--- config.mk ---
export PLATFORM = sky130hd
export DESIGN_NAME = qpsk_symbol_deframer
export DESIGN_NICKNAME = d
export VERILOG_FILES = /design/src/rtl/qpsk_symbol_deframer_pkg.sv /design/src/rtl/qpsk_symbol_deframer_sampler.sv /design/src/rtl/qpsk_symbol_deframer.sv
export SDC_FILE = /design/constraint.sdc
export NUM_CORES = 1
export LEC_CHECK = 0
export ABC_AREA = 1
export BUFFER_PORTS_ARGS = -buffer_cell sky130_fd_sc_hd__clkbuf_2
export CELL_PAD_IN_SITES_DETAIL_PLACEMENT = 0
export CELL_PAD_IN_SITES_GLOBAL_PLACEMENT = 1
export CORE_UTILIZATION = 49
export CTS_CLUSTER_DIAMETER = 150
export DETAILED_ROUTE_END_ITERATION = 7
export PLACE_DENSITY_LB_ADDON = 0.08
export SLEW_MARGIN = 20
export SYNTH_ARGS = -nofsm -noshare
export SYNTH_HDL_FRONTEND = slang
export SYNTH_SLANG_ARGS = --single-unit
--- constraint.sdc ---
create_clock -name clk -period 3.3 [get_ports clk]
set_input_delay 0.33 -clock clk [delete_from_list [all_inputs] [get_ports clk]]
set_output_delay 0.33 -clock clk [all_outputs]
set_load 0.05 [all_outputs]
--- src/rtl/qpsk_symbol_deframer_pkg.sv ---
// Shared modem constants and state encoding for the QPSK symbol deframer.
// Default parameters, FSM state enum and a byte-assembly helper.
package qpsk_symbol_deframer_pkg;

    localparam int          DEF_SPS         = 16;
    localparam logic [15:0] DEF_SYNC_WORD   = 16'hD391;
    localparam int          DEF_FRAME_BYTES = 32;

    typedef enum logic {
        ST_HUNT    = 1'b0,
        ST_PAYLOAD = 1'b1
    } deframer_state_e;

    // Three earlier symbols (MSB-first) plus the closing symbol form a byte.
    function automatic logic [7:0] pack_byte(input logic [5:0] acc, input logic [1:0] sym);
        return {acc, sym};
    endfunction

endpackage

--- src/rtl/qpsk_symbol_deframer_sampler.sv ---
// Symbol timing recovery: re-aligns phase on every sample transition and
// strobes the decided symbol at mid-symbol.
module qpsk_symbol_sampler
    import qpsk_symbol_deframer_pkg::*;
#(
    parameter int SPS = DEF_SPS
) (
    input  logic       clk,
    input  logic       reset_n,
    input  logic [1:0] symbol_in,
    input  logic       symbol_in_valid,
    output logic [1:0] sym,
    output logic       sym_strobe
);

    localparam int            PW        = $clog2(SPS);
    localparam logic [PW-1:0] PHASE_MAX = PW'(SPS - 1);
    localparam logic [PW-1:0] PHASE_MID = PW'(SPS / 2);

    logic [PW-1:0] phase_q, phase_d;
    logic [1:0]    last_q,  last_d;

    always_comb begin
        phase_d = phase_q;
        last_d  = last_q;
        if (symbol_in_valid) begin
            last_d = symbol_in;
            if (symbol_in != last_q) begin
                phase_d = '0;
            end else if (phase_q == PHASE_MAX) begin
                phase_d = '0;
            end else begin
                phase_d = phase_q + PW'(1);
            end
        end
    end

    always_ff @(posedge clk or negedge reset_n) begin
        if (!reset_n) begin
            phase_q <= '0;
            last_q  <= 2'b00;
        end else begin
            phase_q <= phase_d;
            last_q  <= last_d;
        end
    end

    // The strobe looks at the updated phase so it fires on the deciding sample itself.
    assign sym        = symbol_in;
    assign sym_strobe = symbol_in_valid && (phase_d == PHASE_MID);

endmodule

--- src/rtl/qpsk_symbol_deframer.sv ---
// QPSK deframer: hunts for the sync word, then packs payload symbols into
// bytes behind a one-deep valid/ready output register.
module qpsk_symbol_deframer
    import qpsk_symbol_deframer_pkg::*;
#(
    parameter int          SPS         = DEF_SPS,
    parameter logic [15:0] SYNC_WORD   = DEF_SYNC_WORD,
    parameter int          FRAME_BYTES = DEF_FRAME_BYTES
) (
    input  logic       clk,
    input  logic       reset_n,
    input  logic [1:0] symbol_in,
    input  logic       symbol_in_valid,
    output logic [7:0] byte_out,
    output logic       byte_valid,
    output logic       byte_last,
    input  logic       byte_ready,
    output logic       frame_locked,
    output logic       overflow,
    input  logic       overflow_clr
);

    localparam logic [7:0] LAST_IDX = 8'(FRAME_BYTES - 1);

    logic [1:0] sym;
    logic       sym_strobe;

    qpsk_symbol_sampler #(.SPS(SPS)) u_sampler (
        .clk             (clk),
        .reset_n         (reset_n),
        .symbol_in       (symbol_in),
        .symbol_in_valid (symbol_in_valid),
        .sym             (sym),
        .sym_strobe      (sym_strobe)
    );

    deframer_state_e state_q, state_d;
    logic [15:0]     shift_q, shift_d;
    logic [1:0]      sym_cnt_q, sym_cnt_d;
    logic [7:0]      byte_cnt_q, byte_cnt_d;
    logic [5:0]      acc_q, acc_d;
    logic [7:0]      byte_out_q, byte_out_d;
    logic            byte_valid_q, byte_valid_d;
    logic            byte_last_q, byte_last_d;
    logic            overflow_q, overflow_d;

    logic            byte_done;
    logic            done_last;
    logic [7:0]      done_byte;
    logic            accept;
    logic            drop;

    always_comb begin
        state_d      = state_q;
        shift_d      = shift_q;
        sym_cnt_d    = sym_cnt_q;
        byte_cnt_d   = byte_cnt_q;
        acc_d        = acc_q;
        byte_out_d   = byte_out_q;
        byte_valid_d = byte_valid_q;
        byte_last_d  = byte_last_q;
        overflow_d   = overflow_q;
        byte_done    = 1'b0;
        done_last    = 1'b0;
        done_byte    = 8'h00;
        accept       = byte_valid_q && byte_ready;
        drop         = 1'b0;

        case (state_q)
            ST_HUNT: begin
                if (sym_strobe) begin
                    shift_d = {shift_q[13:0], sym};
                    if (shift_d == SYNC_WORD) begin
                        state_d    = ST_PAYLOAD;
                        sym_cnt_d  = 2'd0;
                        byte_cnt_d = 8'd0;
                        acc_d      = 6'd0;
                    end
                end
            end
            ST_PAYLOAD: begin
                if (sym_strobe) begin
                    if (sym_cnt_q == 2'd3) begin
                        byte_done = 1'b1;
                        done_byte = pack_byte(acc_q, sym);
                        done_last = (byte_cnt_q == LAST_IDX);
                        sym_cnt_d = 2'd0;
                        if (done_last) begin
                            state_d    = ST_HUNT;
                            shift_d    = 16'h0000;
                            byte_cnt_d = 8'd0;
                        end else begin
                            byte_cnt_d = byte_cnt_q + 8'd1;
                        end
                    end else begin
                        acc_d     = {acc_q[3:0], sym};
                        sym_cnt_d = sym_cnt_q + 2'd1;
                    end
                end
            end
            default: state_d = ST_HUNT;
        endcase

        // A finished byte may replace the held one only if it is leaving this cycle.
        if (byte_done && (!byte_valid_q || accept)) begin
            byte_out_d   = done_byte;
            byte_last_d  = done_last;
            byte_valid_d = 1'b1;
        end else begin
            if (accept) begin
                byte_valid_d = 1'b0;
            end
            drop = byte_done;
        end

        if (drop) begin
            overflow_d = 1'b1;
        end else if (overflow_clr) begin
            overflow_d = 1'b0;
        end
    end

    always_ff @(posedge clk or negedge reset_n) begin
        if (!reset_n) begin
            state_q      <= ST_HUNT;
            shift_q      <= 16'h0000;
            sym_cnt_q    <= 2'd0;
            byte_cnt_q   <= 8'd0;
            acc_q        <= 6'd0;
            byte_out_q   <= 8'h00;
            byte_valid_q <= 1'b0;
            byte_last_q  <= 1'b0;
            overflow_q   <= 1'b0;
        end else begin
            state_q      <= state_d;
            shift_q      <= shift_d;
            sym_cnt_q    <= sym_cnt_d;
            byte_cnt_q   <= byte_cnt_d;
            acc_q        <= acc_d;
            byte_out_q   <= byte_out_d;
            byte_valid_q <= byte_valid_d;
            byte_last_q  <= byte_last_d;
            overflow_q   <= overflow_d;
        end
    end

    assign byte_out     = byte_out_q;
    assign byte_valid   = byte_valid_q;
    assign byte_last    = byte_last_q;
    assign overflow     = overflow_q;
    assign frame_locked = (state_q == ST_PAYLOAD);

endmodule
After elaboration in Yosys (flattened, before gate mapping)
Index checks and enable logic that the tools add are counted.
{ "word_totals": {"ff_bits": 48} }
{ "classes": {"addsub": 3, "eq_ne": 12, "n_mux": 44, "bitwise": 1, "n_reduce_logical": 11} }
{ "op_table": {"columns": ["op", "count"], "rows": [
  ["$mux 8", 8],
  ["$mux 14", 4],
  ["$pmux 14 s2", 1],
  ["$mux 6", 4],
  ["$eq 16x16->1 const B", 1],
  ["$mux 1", 16],
  ["$pmux 8 s2", 1],
  ["$mux 4", 3],
  ["$pmux 6 s2", 1],
  ["$reduce_and 4->1", 3],
  ["$add 8x1->8 const B", 1],
  ["$eq 4x4->1 const B", 2],
  ["$eq 8x5->1 const B", 1],
  ["$mux 2", 4],
  ["$ne 2x2->1 const B", 4],
  ["$add 4x1->4 const B", 1],
  ["$ne 2x1->1 const B", 2],
  ["$pmux 2 s2", 1],
  ["$reduce_bool 2->1", 2],
  ["$logic_and 1x1->1", 3],
  ["$reduce_and 3->1", 1],
  ["$add 2x1->2 const B", 1],
  ["$eq 2x2->1 const B", 1],
  ["$ne 2x2->1", 1],
  ["other kinds (4)", 4]
]} }

Logic depth before layout (Yosys ltp)
Gate-level depths: netlist of the first run.
{ "logic_depth": {"ltp_word": 11, "ltp_mapped": 12, "ltp_nobuf": 12} }

Modules after synthesis
From an unflattened synthesis of the first run, not the netlist that was laid out.
{ "unflattened": {"hier_cells": 291, "area_unflattened_um2": 2418.6} }
{ "by_module_without_submodules": {"columns": ["module", "n_inst", "cells_each", "area_per_inst_um2"], "rows": [
  ["qpsk_symbol_deframer", 1, 234, 1988.2],
  ["qpsk_symbol_sampler", 1, 57, 430.4]
]} }

Worst setup path after synthesis of the first run
No wires, ideal clock.
{ "synth_timing": {"path_type": "flip-flop to flip-flop", "from": "register u_sampler.phase_q[0]", "to": "register byte_cnt_q[4]", "setup_time_ns": 0.118, "arrival_ns": 1.577, "required_time_ns": 3.182, "slack_ns": 1.605, "path_stages_with_launch": 11, "synth_period_minus_slack_ns": 1.695, "cell_sequence": "dfrtp_1 > ha_1 > nand3_1 > nand3_1 > a21oi_2 > inv_2 > nor2_8 > nand3_4 > buf_6 > nand2_1 > o21ai_2"} }
{ "synth_between": {"elab_chain_len": 8} }
{ "synth_lines": {"columns": ["element", "line", "rtl"], "rows": [
  ["start, declared", "qpsk_symbol_deframer_sampler.sv:20", "logic [PW-1:0] phase_q, phase_d;"],
  ["start signal, assigned", "qpsk_symbol_deframer_sampler.sv:43", "phase_q <= phase_d;"],
  ["$add 4x1->4 / $eq 4x4->1 (equally long branches)", "qpsk_symbol_deframer_sampler.sv:33, qpsk_symbol_deframer_sampler.sv:30", null],
  ["$mux 4 (*)", "qpsk_symbol_deframer_sampler.sv:30", "end else if (phase_q == PHASE_MAX) begin"],
  ["$mux 4 (*)", "qpsk_symbol_deframer_sampler.sv:28", "if (symbol_in != last_q) begin"],
  ["$mux 4 (*)", "qpsk_symbol_deframer_sampler.sv:26", "if (symbol_in_valid) begin"],
  ["net u_sampler.phase_d[3]", "qpsk_symbol_deframer_sampler.sv:20", null],
  ["$eq 4x4->1 (*)", "qpsk_symbol_deframer_sampler.sv:50", "assign sym_strobe = symbol_in_valid && (phase_d == PHASE_MID);"],
  ["$logic_and 1x1->1 (*)", "qpsk_symbol_deframer_sampler.sv:50", null],
  ["$ne 2x2->1 (no line)", null, null],
  ["$reduce_and 4->1 (no line) (*)", null, null],
  ["end signal, assigned", "qpsk_symbol_deframer.sv:138", "byte_cnt_q <= byte_cnt_d;"],
  ["end, declared", "qpsk_symbol_deframer.sv:40", "logic [7:0] byte_cnt_q, byte_cnt_d;"]
]} }
Mark *: on every way through the listed nets, which the timed path passes. The rest lies on a longest branch.
A chain may end at the register's enable or synchronous reset.

Worst setup path after layout of the first run
{ "layout_timing": {"from": "register u_sampler.phase_q[0]", "to": "register acc_q[2]"} }
{ "layout_between": {"elab_chain_len": 8} }
{ "layout_lines": {"columns": ["element", "line", "rtl"], "rows": [
  ["$add 4x1->4 / $eq 4x4->1 (equally long branches)", "qpsk_symbol_deframer_sampler.sv:33, qpsk_symbol_deframer_sampler.sv:30", null],
  ["$mux 4 (*)", "qpsk_symbol_deframer_sampler.sv:30", null],
  ["$mux 4 (*)", "qpsk_symbol_deframer_sampler.sv:28", null],
  ["$mux 4 (*)", "qpsk_symbol_deframer_sampler.sv:26", null],
  ["net u_sampler.phase_d[3]", "qpsk_symbol_deframer_sampler.sv:20", null],
  ["$eq 4x4->1 (*)", "qpsk_symbol_deframer_sampler.sv:50", null],
  ["$logic_and 1x1->1 (*)", "qpsk_symbol_deframer_sampler.sv:50", null],
  ["$ne 2x2->1 (no line)", null, null],
  ["$reduce_and 4->1 (no line) (*)", null, null],
  ["end signal, assigned", "qpsk_symbol_deframer.sv:129", "acc_q <= 6'd0;"],
  ["end signal, assigned", "qpsk_symbol_deframer.sv:139", "acc_q <= acc_d;"],
  ["end, declared", "qpsk_symbol_deframer.sv:41", "logic [5:0] acc_q, acc_d;"]
]} }
Marked as above.

==> flow_summary.json, run 1 <==
{
  "drt_iter0_markers": 79,
  "holdWs_ns": 0.01429,
  "synth_area_leaders": "dfrtp_1 50%, nand2_1 14%, o21ai_2 6.9%",
  "wl_per_cell_um": 11.90,
  "synth_edf_count": 0,
  "path_class": "reg -> reg",
  "internal_power_w": 0.0008475,
  "grt_overflow": 0,
  "ir_drop_mv": 0.3328,
  "postCtsSetupBuffers": 0,
  "hpwl_um": 2965,
  "r2r-start": "u_sampler.phase_q[0]$_DFF_PN0_",
  "maxCapViolCount": 0,
  "cpMostUsedCell": "nand3_1",
  "ys_types": 32,
  "r2r_cells": 9,
  "status": "complete, no violations",
  "grt_antenna_before_repair": 0,
  "grt_use_total_pct": 18.84,
  "grt_pass1_vias": 1687,
  "finalMaxSlewViolations": 0,
  "ioPinCount": 19,
  "postLayoutCoreUtil_pct": 55.81,
  "synth_seq_cells": 48,
  "timing.rr.end": "acc_q[2]$_DFFE_PN0P_",
  "cts_tree": "yes",
  "netlist_area_mm2": 0.002419,
  "fp.dieH_um": 72.26,
  "p_sw_w": 0.0002494,
  "async_reset_ff_share_pct": 100.0,
  "p_comb_share_pct": 6.0,
  "synthToLayoutAreaGrowth_pct": 9.002,
  "cts_resized": 0,
  "rsz0062_at_grt": "no",
  "syn_inst": 277,
  "clock_power_share_pct": 38.2,
  "hold_violations": 0,
  "grt_pass1_wl_um": 7569,
  "synth.most_common_cell": "nand2_1",
  "insertion_delay_ns": 0.30,
  "min_path_type": "in -> async",
  "cts-root-buf": "clkbuf_8",
  "cts_sinks": 48,
  "crit_family": "simple AND/OR/NAND/NOR gates",
  "drt.antenna.violating_nets": 0,
  "clkSlewWorstSetupHoldPaths_ns": 0.09,
  "yosysWarnings": 0,
  "worstSetupPathDepth": 9,
  "leakagePower_nw": 1.332,
  "slowest_stage": "dfrtp_1",
  "gp_congestion": 0.8103,
  "floorplan.initialDensity_pct": 51.21,
  "syn-num-nets": 287,
  "critPathArrivalTime_ns": 2.25,
  "port_buffers": 18,
  "drc": 0,
  "dieArea_mm2": 0.005221,
  "end_kind": "flip-flop",
  "drive_above_1_share_pct": 22.03,
  "rows": 25,
  "critPathLaunch": "u_sampler.phase_q[0]$_DFF_PN0_",
  "nFillCells": 463,
  "ctsHoldBuffers": 0,
  "finalClockSkew_ns": 0.002953,
  "cp-start-kind": "flip-flop",
  "drt_first_pass_iters": 4,
  "vias": 1789,
  "min_period_ns": 2.067,
  "routed_wl_um": 4306,
  "crit_buf_inv": 1,
  "avgViaCountPerCell": 4.942,
  "clock_path_buffers": 2,
  "setup_viol": 0,
  "num_antenna_cells": 0,
  "htreeDepth": 2,
  "cp-endpoint": "acc_q[2]$_DFFE_PN0P_",
  "slew_headroom_pct": 61.41,
  "netSwitchingFraction_pct": 22.74,
  "tns_ns": 0,
  "seq_power_share_pct": 55.8,
  "grt_max_degree": 28,
  "worstMarginPinSlew_ns": 0.5789,
  "worstPathMaxFanout": 14,
  "critical_path.cell_chain": "ha_1, nand3_1, nand3_1, a21oi_2, inv_2, nor2_8, nand3_2, nand2_1, o21ai_2",
  "ys_top_cells_by_count": "92 x nand2_1, 48 x dfrtp_1, 24 x inv_1, 19 x nand3_1, 19 x o21ai_2",
  "setup_ws_ns": 1.233,
  "cts_made_buffers": 5,
  "finalCritPeriodShare_pct": 62.62,
  "regToRegSetupSlack_ns": 1.23,
  "post-place-ws_ns": 1.199,
  "synth_top_area_share_pct": 49.66,
  "power_density_mw_per_mm2": 416.1,
  "place_area_mm2": 0.002525,
  "final_nets": 304,
  "synth_ff_type": "dfrtp_1",
  "max_freq_ghz": 0.4839,
  "yosysSeqAreaShare_pct": 49.66,
  "die_w_um": 72.26,
  "core_area_mm2": 0.004723,
  "max_stage_delay_ns": 0.42,
  "design_area_mm2": 0.002636,
  "cp_data_required_time_ns": 3.49,
  "yosysTopAreaCell": "dfrtp_1",
  "syn_area_per_cell_um2": 8.731
}
## through the flow
| stage | instances | power (W) |
|---|---|---|
| after floorplan | 277 | 0.0006654 |
| after global placement | 354 | 0.0006904 |
| after detailed placement | 354 | 0.0006912 |
| after CTS | 362 | 0.001117 |
| after global routing | 362 | 0.001144 |
| final | 362 | 0.001097 |
## metal layers
layer / vias to the layer above / global-route usage, % / part of all wire, % / wire length (µm)
met2: 16 / 30.53 / 46 / 1962
met5: - / 0 / 0 / 0
met3: 4 / 4.167 / 2.3 / 99
met4: 0 / 7.190 / 1.4 / 59
li1: 937 / - / - / -
met1: 832 / 24.73 / 51 / 2185
## worst min path at each step
stage                 start                        end  slack, ns  cells past startpoint
floorplan           reset_n       acc_q[0]$_DFFE_PN0P_       0.03                      0
global placement    reset_n  byte_cnt_q[7]$_DFFE_PN0P_       0.36                      1
detailed placement  reset_n  byte_cnt_q[7]$_DFFE_PN0P_       0.37                      1
CTS                 reset_n  byte_cnt_q[7]$_DFFE_PN0P_       0.03                      1
global route        reset_n  byte_cnt_q[4]$_DFFE_PN0P_       0.06                      1
finish              reset_n  byte_cnt_q[7]$_DFFE_PN0P_       0.01                      1
## cell families (layout without fill, tap and decap cells)
family	Yosys count	in the layout	share of synthesized area [%]
xor+xnor	1	1	0.3622
simple gates	156	156	30.78
buf+inv	37	55	7.604
fa+ha+maj	3	3	1.552
compound gates	32	32	10.04
flops	48	48	49.66
## sequential cells by signal, summed over array words and instances, names as in the netlist
signal             count
acc_q                  6
overflow               1
u_sampler.phase_q      4
u_sampler.last_q       2
byte_out               8
shift_q               14
byte_valid             1
sym_cnt_q              2
frame_locked           1
byte_last              1
byte_cnt_q             8
## worst reg2reg max path, delay by kind of cell, from the launching register on
family	cells	cell delay [ns]
compound gates	2	0.25
simple gates	5	0.97
flops	1	0.42
fa+ha+maj	1	0.24
buf+inv	1	0.08
## power groups by stage
| stage | Sequential, W | Combinational (W) | Clock [W] |
|---|---|---|---|
| after floorplan | 0.000621 | 0.0000440 | 0 |
| after global placement | 0.000623 | 0.0000671 | 0 |
| after detailed placement | 0.000623 | 0.0000680 | 0 |
| after CTS | 0.000612 | 0.0000679 | 0.000437 |
| after global routing | 0.000615 | 0.0000777 | 0.000452 |
| final | 0.000612 | 0.0000662 | 0.000419 |
## cell type report
| type | count | area (µm²) | area share [%] |
|---|---|---|---|
| sequential | 48 | 1201 | 45.56 |
| tap | 67 | 83.83 | 3.180 |
| timing repair buffer | 20 | 105.1 | 3.987 |
| multi-input combinational | 192 | 1033 | 39.20 |
| clock inverter | 3 | 42.54 | 1.614 |
| inverter | 27 | 101.3 | 3.844 |
| clock buffer | 5 | 68.82 | 2.610 |
## layout by cell type (no fill, tap or decap), drive strengths merged
cell type,instances
nor3,1
nand4,17
nand3,22
dfrtp,48
o21bai,1
nand2,98
a21o,1
buf,2
a21oi,1
clkinvlp,1
ha,3
clkbuf,23
o21a,1
xor2,1
clkinv,1
or2,2
nor2,14
inv,27
o21ai,28
nor3b,1
nand3b,1
bufinv,1
No activity file was read; power rests on OpenSTA's default activity.
==> run 2: changes to the inputs <==
- CORE_UTILIZATION: 49 -> 45
- clock period: 3.3 -> 2 ns (I/O delays scaled with it)
==> flow_summary.json, run 2 (same netlist as run 1, synthesis figures left out) <==
{
  "slowest_stage": "dfrtp_1",
  "worstMarginPinSlew_ns": 0.5742,
  "cts-root-buf": "clkbuf_8",
  "clock_power_share_pct": 37.9,
  "seq_power_share_pct": 55.2,
  "clock_path_buffers": 2,
  "r2r_cells": 10,
  "regMostFlops": "shift_q",
  "critPathArrivalTime_ns": 2.02,
  "hold_path_depth": 2,
  "routed_wl_um": 4758,
  "critical_path.cell_chain": "ha_4, nand3_1, nand2_1, nor2_1, nor2_2, nand2_2, nor2_8, nand3_4, nand2_1, o21ai_2",
  "drt_first_pass_iters": 4,
  "leakagePower_nw": 1.365,
  "gp_congestion": 0.7595,
  "timing.rr.end": "acc_q[5]$_DFFE_PN0P_",
  "rows": 26,
  "clkSlewWorstSetupHoldPaths_ns": 0.09,
  "port_buffers": 18,
  "final_nets": 311,
  "max_stage_delay_ns": 0.41,
  "grt_pass1_vias": 1719,
  "floorplan.initialDensity_pct": 47.05,
  "largest_reg_flops": 14,
  "cp_data_required_time_ns": 2.19,
  "max_freq_ghz": 0.5470,
  "setup_viol": 0,
  "vias": 1847,
  "grt_use_total_pct": 18.08,
  "min_period_ns": 1.828,
  "grt_antenna_before_repair": 0,
  "cts_sinks": 48,
  "final_common_cell": "nand2_1",
  "ioPinCount": 19,
  "finalMaxSlewViolations": 0,
  "hpwl_um": 3150,
  "htreeDepth": 2,
  "insertion_delay_ns": 0.30,
  "worstPathMaxFanout": 12,
  "drt_iter0_markers": 100,
  "min_path_type": "in -> reg",
  "final_cell_mix": "92 x nand2_1, 48 x dfrtp_1, 24 x inv_1, 19 x nand3_1, 19 x o21ai_2",
  "grt_pass1_wl_um": 7797,
  "avgViaCountPerCell": 4.965,
  "status": "complete, no violations",
  "grt_overflow": 0,
  "drc": 0,
  "p_total_w": 0.001831,
  "critPathLaunch": "u_sampler.phase_q[1]$_DFF_PN0_",
  "ir_drop_mv": 0.3191,
  "cpMostUsedCell": "nand2_1",
  "nFillCells": 521,
  "p_comb_share_pct": 6.9,
  "min_to": "overflow$_DFFE_PN0P_",
  "regToRegSetupSlack_ns": 0.17,
  "cts_tree": "yes",
  "p_sw_w": 0.0004217,
  "finalClockSkew_ns": 0.004582,
  "tns_ns": 0,
  "crit_buf_inv": 0,
  "netSwitchingFraction_pct": 23.03,
  "slew_headroom_pct": 61.72,
  "multi_input_area_mm2": 0.001097,
  "cts_made_buffers": 5,
  "finalCritPeriodShare_pct": 91.41,
  "internal_power_w": 0.001410,
  "die_w_um": 75.31,
  "path_class": "reg -> reg",
  "fp.dieH_um": 75.31,
  "dieArea_mm2": 0.005672,
  "min_from": "overflow_clr",
  "drive_above_1_share_pct": 23.84,
  "synthToLayoutAreaGrowth_pct": 14.12,
  "core_area_mm2": 0.005140,
  "maxCapViolCount": 0,
  "drt.antenna.violating_nets": 0,
  "r2r-start": "u_sampler.phase_q[1]$_DFF_PN0_",
  "cp-start-kind": "flip-flop",
  "num_antenna_cells": 0,
  "hold_violations": 0,
  "grt_max_degree": 28,
  "seqCellArea_mm2": 0.001201,
  "power_density_mw_per_mm2": 663.5,
  "wl_per_cell_um": 12.79,
  "end_kind": "flip-flop",
  "crit_family": "simple AND/OR/NAND/NOR gates",
  "rsz0062_at_grt": "no"
}
[run 2: power by group through the flow]
stage / registers (W) / logic, W / clock network [W]
global route: 0.00101 / 0.000145 / 0.000755
global placement: 0.00103 / 0.000116 / 0
detailed placement: 0.00103 / 0.000118 / 0
floorplan: 0.00103 / 0.0000726 / 0
finish: 0.00101 / 0.000126 / 0.000695
CTS: 0.00101 / 0.000120 / 0.000722
[run 2: area by class of cell]
type                       count  share of cell area [%]
clock inverter                 2                   1.269
inverter                      27                   3.672
tap                           70                   3.173
timing repair buffer          25                   5.984
clock buffer                   6                   2.629
sequential                    48                   43.52
multi-input combinational    194                   39.76
[run 2: worst max-delay path by stage]
| stage | endpoint | depth (start not counted) | slack (ns) |
|---|---|---|---|
| after floorplan | byte_cnt_q[4]$_DFFE_PN0P_ | 10 | 0.31 |
| after global placement | byte_out[7]$_DFFE_PN0P_ | 9 | 0.12 |
| after detailed placement | acc_q[0]$_DFFE_PN0P_ | 9 | 0.07 |
| after CTS | acc_q[0]$_DFFE_PN0P_ | 9 | 0.05 |
| after global routing | acc_q[5]$_DFFE_PN0P_ | 10 | 0.005 |
| final | acc_q[5]$_DFFE_PN0P_ | 10 | 0.17 |
[run 2: repair_timing]
| action | CTS | global route |
|---|---|---|
| hold endpoints to repair | 21 | 0 |
| hold buffers | 1 | 0 |
| endpoints found under the setup margin | 0 | 32 |
| gates resized for setup | 0 | 9 |
| buffers inserted | 0 | 1 |
[run 2: worst reg2reg max path, stage by stage, from the launching register on]
cell and delay [ns]:
dfrtp_1 0.41, ha_4 0.16, nand3_1 0.10, nand2_1 0.09, nor2_1 0.06, nor2_2 0.13, nand2_2 0.10, nor2_8 0.26
nand3_4 0.22, nand2_1 0.15, o21ai_2 0.06
[run 2: metrics by stage]
step	hold WS [ns]	cell area (µm²)	worst slack [ns]	util, %	cells
after global routing	0.06842	2760	0.005171	53.70	372
final	0.07787	2760	0.1718	53.70	372
after detailed placement	0.2274	2564	0.07067	49.88	360
after floorplan	-0.09559	2419	0.3051	-	277
after CTS	0.06863	2681	0.05171	52.17	369
after global placement	0.2259	2564	0.1178	49.88	360
[run 2: per-layer routing]
metal	vias to the layer above	track usage (%)	part of all wire (%)
met1	869	24.32	50
met4	0	6.173	1.1
met3	5	2.778	2.3
met5	-	0	0
met2	24	29.96	47
li1	949	-	-
